### config.mk
export PLATFORM = sky130hd
export DESIGN_NAME = wb_burst_master_flat
export DESIGN_NICKNAME = d
export VERILOG_FILES = /design/src/rtl/wb_burst_master_if.sv /design/src/rtl/wb_burst_master.sv /design/src/flat_wrapper.sv
export SDC_FILE = /design/constraint.sdc
export NUM_CORES = 1
export LEC_CHECK = 0
export ABC_AREA = 1
export CORE_MARGIN = 2
export CORE_UTILIZATION = 44
export CTS_CLUSTER_SIZE = 10
export DETAILED_ROUTE_END_ITERATION = 16
export PLACE_DENSITY_LB_ADDON = 0.05
export SLEW_MARGIN = 5
export SYNTH_ARGS = -nofsm -noshare
export SYNTH_HDL_FRONTEND = slang
export SYNTH_SLANG_ARGS = --single-unit
### constraint.sdc
create_clock -name sys_clk -period 1.7 [get_ports sys_clk]
set_input_delay 0.17 -clock sys_clk [delete_from_list [all_inputs] [get_ports sys_clk]]
set_output_delay 0.17 -clock sys_clk [all_outputs]
set_load 0.02 [all_outputs]
### src/rtl/wb_burst_master_if.sv
// Bundle of the command, write-data, read-data and Wishbone signals of wb_burst_master.
// The master modport is the initiator's view; the slave modport is the traffic source / slave side.
interface wb_burst_master_if #(
  parameter int dw = 32,
  parameter int aw = 32,
  parameter int bl = 5
);
  logic            cmd_valid;
  logic            cmd_ready;
  logic            cmd_we;
  logic [aw-1:0]   cmd_addr;
  logic [bl-1:0]   cmd_len;
  logic [dw/8-1:0] cmd_sel;
  logic            wdat_valid;
  logic            wdat_ready;
  logic [dw-1:0]   wdat;
  logic            rdat_valid;
  logic [dw-1:0]   rdat;
  logic            rdat_last;
  logic            done;
  logic            err;
  logic            busy;
  logic            wb_cyc_o;
  logic            wb_stb_o;
  logic            wb_we_o;
  logic [aw-1:0]   wb_addr_o;
  logic [dw-1:0]   wb_dat_o;
  logic [dw/8-1:0] wb_sel_o;
  logic [2:0]      wb_cti_o;
  logic            wb_ack_i;
  logic [dw-1:0]   wb_dat_i;

  modport master (
    input  cmd_valid, cmd_we, cmd_addr, cmd_len, cmd_sel, wdat_valid, wdat,
           wb_ack_i, wb_dat_i,
    output cmd_ready, wdat_ready, rdat_valid, rdat, rdat_last, done, err, busy,
           wb_cyc_o, wb_stb_o, wb_we_o, wb_addr_o, wb_dat_o, wb_sel_o, wb_cti_o
  );

  modport slave (
    output cmd_valid, cmd_we, cmd_addr, cmd_len, cmd_sel, wdat_valid, wdat,
           wb_ack_i, wb_dat_i,
    input  cmd_ready, wdat_ready, rdat_valid, rdat, rdat_last, done, err, busy,
           wb_cyc_o, wb_stb_o, wb_we_o, wb_addr_o, wb_dat_o, wb_sel_o, wb_cti_o
  );
endinterface

### src/rtl/wb_burst_master.sv
// Wishbone initiator issuing single and incrementing-burst cycles from a command/data stream.
// Optional ack watchdog enabled by defining WB_MASTER_TIMEOUT_EN.
module wb_burst_master #(
  parameter int dw      = 32,
  parameter int aw      = 32,
  parameter int bl      = 5,
  parameter int TIMEOUT = 255
) (
  input  logic               sys_clk,
  input  logic               RESETN,
  wb_burst_master_if.master  bus
);

  typedef enum logic [1:0] {IDLE, LOAD, REQ} state_t;

  localparam logic [aw-1:0] ADDR_STEP = aw'(dw/8);
  localparam logic [2:0]    CTI_INCR  = 3'b010;
  localparam logic [2:0]    CTI_END   = 3'b111;

  state_t          r_state;
  logic            r_cmd_ready;
  logic            r_wdat_ready;
  logic            r_rdat_valid;
  logic [dw-1:0]   r_rdat;
  logic            r_rdat_last;
  logic            r_done;
  logic            r_err;
  logic            r_busy;
  logic            r_cyc;
  logic            r_stb;
  logic            r_we;
  logic [aw-1:0]   r_addr;
  logic [dw-1:0]   r_dat;
  logic [dw/8-1:0] r_sel;
  logic [2:0]      r_cti;
  logic [bl-1:0]   r_cnt;
  logic            w_last;
  logic            w_tmo_hit;

  assign w_last = (r_cnt == '0);

`ifdef WB_MASTER_TIMEOUT_EN
  localparam int TW = $clog2(TIMEOUT + 1);
  logic [TW-1:0] r_tmo;

  // Counts consecutive REQ cycles without ack; any other state or an ack restarts it.
  always_ff @(posedge sys_clk or negedge RESETN) begin
    if (!RESETN) begin
      r_tmo <= '0;
    end else if (r_state != REQ || bus.wb_ack_i) begin
      r_tmo <= '0;
    end else begin
      r_tmo <= r_tmo + 1'b1;
    end
  end

  assign w_tmo_hit = (r_state == REQ) && !bus.wb_ack_i && (r_tmo == TW'(TIMEOUT - 1));
`else
  logic w_unused_tmo;
  assign w_unused_tmo = ^TIMEOUT;
  assign w_tmo_hit    = 1'b0;
`endif

  always_ff @(posedge sys_clk or negedge RESETN) begin
    if (!RESETN) begin
      r_state      <= IDLE;
      r_cmd_ready  <= 1'b0;
      r_wdat_ready <= 1'b0;
      r_rdat_valid <= 1'b0;
      r_rdat       <= '0;
      r_rdat_last  <= 1'b0;
      r_done       <= 1'b0;
      r_err        <= 1'b0;
      r_busy       <= 1'b0;
      r_cyc        <= 1'b0;
      r_stb        <= 1'b0;
      r_we         <= 1'b0;
      r_addr       <= '0;
      r_dat        <= '0;
      r_sel        <= '0;
      r_cti        <= '0;
      r_cnt        <= '0;
    end else begin
      r_rdat_valid <= 1'b0;
      r_rdat_last  <= 1'b0;
      r_done       <= 1'b0;
      r_err        <= 1'b0;
      case (r_state)
        IDLE: begin
          r_cmd_ready <= 1'b1;
          if (r_cmd_ready && bus.cmd_valid) begin
            r_cmd_ready <= 1'b0;
            r_busy      <= 1'b1;
            r_cyc       <= 1'b1;
            r_we        <= bus.cmd_we;
            r_addr      <= bus.cmd_addr;
            r_sel       <= bus.cmd_sel;
            r_cnt       <= bus.cmd_len;
            r_cti       <= (bus.cmd_len == '0) ? CTI_END : CTI_INCR;
            if (bus.cmd_we) begin
              r_wdat_ready <= 1'b1;
              r_state      <= LOAD;
            end else begin
              r_stb   <= 1'b1;
              r_state <= REQ;
            end
          end
        end
        LOAD: begin
          if (bus.wdat_valid) begin
            r_dat        <= bus.wdat;
            r_wdat_ready <= 1'b0;
            r_stb        <= 1'b1;
            r_state      <= REQ;
          end
        end
        REQ: begin
          if (w_tmo_hit) begin
            // Abandon the remaining beats; the slave never answered.
            r_err       <= 1'b1;
            r_done      <= 1'b1;
            r_cyc       <= 1'b0;
            r_stb       <= 1'b0;
            r_we        <= 1'b0;
            r_cti       <= '0;
            r_busy      <= 1'b0;
            r_cmd_ready <= 1'b1;
            r_state     <= IDLE;
          end else if (bus.wb_ack_i) begin
            r_addr <= r_addr + ADDR_STEP;
            r_cnt  <= r_cnt - bl'(1);
            if (!r_we) begin
              r_rdat_valid <= 1'b1;
              r_rdat       <= bus.wb_dat_i;
              r_rdat_last  <= w_last;
            end
            if (w_last) begin
              r_done      <= 1'b1;
              r_cyc       <= 1'b0;
              r_stb       <= 1'b0;
              r_we        <= 1'b0;
              r_cti       <= '0;
              r_busy      <= 1'b0;
              r_cmd_ready <= 1'b1;
              r_state     <= IDLE;
            end else begin
              // Counter still holds the pre-decrement value, so 1 means the next beat is the last.
              r_cti <= (r_cnt == bl'(1)) ? CTI_END : CTI_INCR;
              if (r_we) begin
                r_stb        <= 1'b0;
                r_wdat_ready <= 1'b1;
                r_state      <= LOAD;
              end
            end
          end
        end
        default: r_state <= IDLE;
      endcase
    end
  end

  assign bus.cmd_ready  = r_cmd_ready;
  assign bus.wdat_ready = r_wdat_ready;
  assign bus.rdat_valid = r_rdat_valid;
  assign bus.rdat       = r_rdat;
  assign bus.rdat_last  = r_rdat_last;
  assign bus.done       = r_done;
  assign bus.err        = r_err;
  assign bus.busy       = r_busy;
  assign bus.wb_cyc_o   = r_cyc;
  assign bus.wb_stb_o   = r_stb;
  assign bus.wb_we_o    = r_we;
  assign bus.wb_addr_o  = r_addr;
  assign bus.wb_dat_o   = r_dat;
  assign bus.wb_sel_o   = r_sel;
  assign bus.wb_cti_o   = r_cti;

endmodule

### src/flat_wrapper.sv
// flat-port wrapper written by rule: the top's interface ports become plain ports
module wb_burst_master_flat 
#(
  parameter int dw      = 32,
  parameter int aw      = 32,
  parameter int bl      = 5,
  parameter int TIMEOUT = 255
)
  (sys_clk, RESETN, bus_cmd_valid, bus_cmd_we, bus_cmd_addr, bus_cmd_len, bus_cmd_sel, bus_wdat_valid, bus_wdat, bus_wb_ack_i, bus_wb_dat_i, bus_cmd_ready, bus_wdat_ready, bus_rdat_valid, bus_rdat, bus_rdat_last, bus_done, bus_err, bus_busy, bus_wb_cyc_o, bus_wb_stb_o, bus_wb_we_o, bus_wb_addr_o, bus_wb_dat_o, bus_wb_sel_o, bus_wb_cti_o);
  wb_burst_master_if #(.dw(dw), .aw(aw), .bl(bl)) bus_i ();
  input  logic sys_clk;
  input  logic RESETN;
  input wire logic [$bits(bus_i.cmd_valid)-1:0] bus_cmd_valid;
  input wire logic [$bits(bus_i.cmd_we)-1:0] bus_cmd_we;
  input wire logic [$bits(bus_i.cmd_addr)-1:0] bus_cmd_addr;
  input wire logic [$bits(bus_i.cmd_len)-1:0] bus_cmd_len;
  input wire logic [$bits(bus_i.cmd_sel)-1:0] bus_cmd_sel;
  input wire logic [$bits(bus_i.wdat_valid)-1:0] bus_wdat_valid;
  input wire logic [$bits(bus_i.wdat)-1:0] bus_wdat;
  input wire logic [$bits(bus_i.wb_ack_i)-1:0] bus_wb_ack_i;
  input wire logic [$bits(bus_i.wb_dat_i)-1:0] bus_wb_dat_i;
  output wire logic [$bits(bus_i.cmd_ready)-1:0] bus_cmd_ready;
  output wire logic [$bits(bus_i.wdat_ready)-1:0] bus_wdat_ready;
  output wire logic [$bits(bus_i.rdat_valid)-1:0] bus_rdat_valid;
  output wire logic [$bits(bus_i.rdat)-1:0] bus_rdat;
  output wire logic [$bits(bus_i.rdat_last)-1:0] bus_rdat_last;
  output wire logic [$bits(bus_i.done)-1:0] bus_done;
  output wire logic [$bits(bus_i.err)-1:0] bus_err;
  output wire logic [$bits(bus_i.busy)-1:0] bus_busy;
  output wire logic [$bits(bus_i.wb_cyc_o)-1:0] bus_wb_cyc_o;
  output wire logic [$bits(bus_i.wb_stb_o)-1:0] bus_wb_stb_o;
  output wire logic [$bits(bus_i.wb_we_o)-1:0] bus_wb_we_o;
  output wire logic [$bits(bus_i.wb_addr_o)-1:0] bus_wb_addr_o;
  output wire logic [$bits(bus_i.wb_dat_o)-1:0] bus_wb_dat_o;
  output wire logic [$bits(bus_i.wb_sel_o)-1:0] bus_wb_sel_o;
  output wire logic [$bits(bus_i.wb_cti_o)-1:0] bus_wb_cti_o;
  assign bus_i.cmd_valid = bus_cmd_valid;
  assign bus_i.cmd_we = bus_cmd_we;
  assign bus_i.cmd_addr = bus_cmd_addr;
  assign bus_i.cmd_len = bus_cmd_len;
  assign bus_i.cmd_sel = bus_cmd_sel;
  assign bus_i.wdat_valid = bus_wdat_valid;
  assign bus_i.wdat = bus_wdat;
  assign bus_i.wb_ack_i = bus_wb_ack_i;
  assign bus_i.wb_dat_i = bus_wb_dat_i;
  assign bus_cmd_ready = bus_i.cmd_ready;
  assign bus_wdat_ready = bus_i.wdat_ready;
  assign bus_rdat_valid = bus_i.rdat_valid;
  assign bus_rdat = bus_i.rdat;
  assign bus_rdat_last = bus_i.rdat_last;
  assign bus_done = bus_i.done;
  assign bus_err = bus_i.err;
  assign bus_busy = bus_i.busy;
  assign bus_wb_cyc_o = bus_i.wb_cyc_o;
  assign bus_wb_stb_o = bus_i.wb_stb_o;
  assign bus_wb_we_o = bus_i.wb_we_o;
  assign bus_wb_addr_o = bus_i.wb_addr_o;
  assign bus_wb_dat_o = bus_i.wb_dat_o;
  assign bus_wb_sel_o = bus_i.wb_sel_o;
  assign bus_wb_cti_o = bus_i.wb_cti_o;
  wb_burst_master #(.dw(dw), .aw(aw), .bl(bl), .TIMEOUT(TIMEOUT)) u_core (.sys_clk(sys_clk), .RESETN(RESETN), .bus(bus_i));
endmodule
==> flow_summary.ini <==
[sta]
finalCritPeriodShare_pct = 96.8
setup_tns_ps = 0
fin_skew_ps = 7.69
final-setup-viol-count = 0
fmax_ghz = 0.608
finalHoldViolCount = 0
slew_violations = 0
min_period_ps = 1650
whs_ps = 122
fin_ws_ps = 54.8

[power_and_ir_drop]
intPower_mw = 10.3
clockPowerShare_pct = 20.3
irDropWorstVdd_v = 0.00119
total_power_mw = 17.6
combPwrFrac_pct = 50.3
switching_share_pct = 41.4
p_leak_nw = 4.35
power.density_mw_per_mm2 = 1980
p_switching_mw = 7.30
seqPwrFrac_pct = 29.4

[clock_tree]
cts_tree = yes
htree_levels = 4
clockRootBuffer = clkbuf_16
clk_latency_ps = 410
clockBufferDepth = 2
clkTransAtPathRegs_ps = 50
cts_inserted_buffers = 17
numClockSinks = 117

[floorplan]
die_y_um = 118
die-area_mm2 = 0.0139
floorplan.initialDensity_pct = 45.1
num_rows = 41
die_w_um = 118
ioPinCount = 224
coreArea_mm2 = 0.0127

[yosys]
synth.area.top_cells = dfrtp_1, nand2_1, nor2_1
yosysTopAreaCellShare_pct = 51.3
ys_async_sr_fraction_pct = 100
synth_area_leader_cell = dfrtp_1
synth.distinct_cells = 30
synth_seq_area_share_pct = 51.3
synth.most_common_cell = nand2_1
synth.cell_area_mm2 = 0.00571
ys_seq_elements = 117
synth-edff-count = 0
ys_warn_count = 0
ys_top_cells_by_count = nand2_1, dfrtp_1, nor2_1, inv_1, nand3_1
avgSynthCellArea_um2 = 7.34
syn-num-nets = 893
synth-main-ff-cell = dfrtp_1
syn-instance-count = 778

[detailed_routing]
avgViaCountPerCell = 4.74
wl_per_cell_um = 13.6
drcViolationCount = 0
drtPass1Iterations = 5
dr_wl_met3_um = 1430
drt-total-wl_um = 16300
top_layer = met4
via_count = 5660
wl_met2_um = 7640
drt-initial-drc-count = 363
wl_met1_um = 7060
drtAntennaViolNets = 0

[worst_setup_path]
rrSetupSlack_ps = 140
crit_path_start_kind = flop
worst-path-buf-inv = 1
reg2reg_from = u_core.bus.wb_addr_o[2]$_DFFE_PN0P_
slowest_delay_ps = 660
critPathSlowestCell = clkdlybuf4s50_1
path_delay_family = buffers and inverters
crit_path_cell_trace = clkdlybuf4s50_1
criticalPathCategory = reg2out
end_kind = output pin
worst_ep_required_time_ps = 1530
r2r_end = u_core.bus.wb_addr_o[30]$_DFFE_PN0P_
path_max_fanout = 5
arrival_ps = 1480
r2r_cells = 10

[global_route]
grt_antenna_before_repair = 0
grt_pass1_wl_um = 26700
grt-ovfl-total = 0
grt_usage_pct = 23.9
first_global_vias = 5503
grt_max_degree = 61

[cells_and_area]
layout.nets = 1124
final_area_mm2 = 0.00891
diodes = 0
syn_to_final_growth_pct = 56.0
drive_gt1_share_pct = 7.73
final_cells = 1194
fin_util_pct = 70.3

[place]
io_buffer_count = 222
gp_congestion = 0.861
dp.cells = 1160
placed_cell_area_mm2 = 0.00822
place_ws_ps = 25.3
dp_hpwl_um = 11600

[worst_hold_path]
worstHoldPathType = in2async

[flow_run]
max_cap_violations = 0

[status]
status = finished clean
==> cells by family after synthesis <==
kind of cell	after synthesis	share of synthesized area (%)
xor gates and xnor gates	3	0.460
and+or+nand+nor	509	35.5
adders and majority gates	4	0.876
buffers and inverters	83	6.20
AOI/OAI and AO/OA	61	5.65
DFF	117	51.3
other	1	0.0657
==> timing repair <==
item,in CTS,in global routing
hold buffers,1,0
gates resized for setup,4,26
setup buffers,0,1
endpoints found under the setup margin,4,24
cloned,0,0
endpoints found under the hold margin,117,0
pin swaps,0,3
==> worst max-delay path by stage <==
stage                                             start                                    to  slack (ps)  depth (start not counted)
floorplan           u_core.bus.wb_addr_o[3]$_DFFE_PN0P_  u_core.bus.wb_addr_o[26]$_DFFE_PN0P_         110                         10
global placement    u_core.bus.wb_addr_o[2]$_DFFE_PN0P_  u_core.bus.wb_addr_o[24]$_DFFE_PN0P_          90                         10
detailed placement  u_core.bus.wb_addr_o[2]$_DFFE_PN0P_  u_core.bus.wb_addr_o[20]$_DFFE_PN0P_          30                         10
CTS                 u_core.bus.wb_addr_o[5]$_DFFE_PN0P_                      bus_wb_addr_o[5]           1                          1
global route        u_core.bus.wb_addr_o[7]$_DFFE_PN0P_                      bus_wb_addr_o[7]          -3                          1
finish              u_core.bus.wb_addr_o[7]$_DFFE_PN0P_                      bus_wb_addr_o[7]          50                          1
==> flip-flops by register name, indices dropped and copies added (netlist names) <==
register,cells
u_core.bus.wb_we_o,1
u_core.bus.wb_dat_o,32
u_core.bus.wb_addr_o,32
u_core.bus.rdat_valid,1
u_core.r_cnt,5
u_core.bus.wb_sel_o,4
u_core.r_state,2
u_core.bus.cmd_ready,1
u_core.bus.wb_cti_o,2
u_core.bus.done,1
u_core.bus.wb_cyc_o,1
u_core.bus.wdat_ready,1
u_core.bus.rdat_last,1
u_core.bus.rdat,32
u_core.bus.wb_stb_o,1
==> cell type report <==
| type | instances | area (um^2) |
|---|---|---|
| clock inverters | 8 | 96.3 |
| well taps | 172 | 215 |
| multi-input cells | 578 | 2490 |
| repair buffers | 242 | 2480 |
| flip-flops and latches | 117 | 2930 |
| fillers | 1069 | 3760 |
| inverters | 53 | 199 |
| clock buffers | 24 | 502 |
==> power by group through the flow <==
stage | Combinational [mW] | Clock (mW) | Sequential [mW]
6_report | 8.86 | 3.57 | 5.18
5_1_grt | 9.73 | 3.75 | 5.40
4_1_cts | 8.89 | 3.63 | 5.18
3_5_place_dp | 8.88 | 0 | 5.17
3_3_place_gp | 8.76 | 0 | 5.18
2_1_floorplan | 3.54 | 0 | 6.47
==> worst register-to-register path, delay by kind of cell (launching register included) <==
family / cells / cell delay, ps
DFF: 1 / 400
adders and majority gates: 1 / 220
and+or+nand+nor: 9 / 820
==> cells in the final DEF, fill, tap and decap left out, types with 6 or more instances in the layout <==
cell and count:
clkbuf_16 17, nand2_1 361, dlymetal6s2s_1 11, o21ai_1 17
inv_1 48, o21ai_0 17, nor2_2 6, dfrtp_1 116
buf_12 7, nand3_1 35, buf_4 13, nor2_4 8
clkdlybuf4s50_1 207, nor2_1 79, a21oi_1 16
==> layer usage <==
metal | GRT usage, % | vias to the layer above
met2 | 38.2 | 186
met4 | 5.80 | 0
li1 | - | 2878
met1 | 30.1 | 2581
met5 | 0 | -
met3 | 10.3 | 15
No activity file was read; power rests on OpenSTA's default activity.
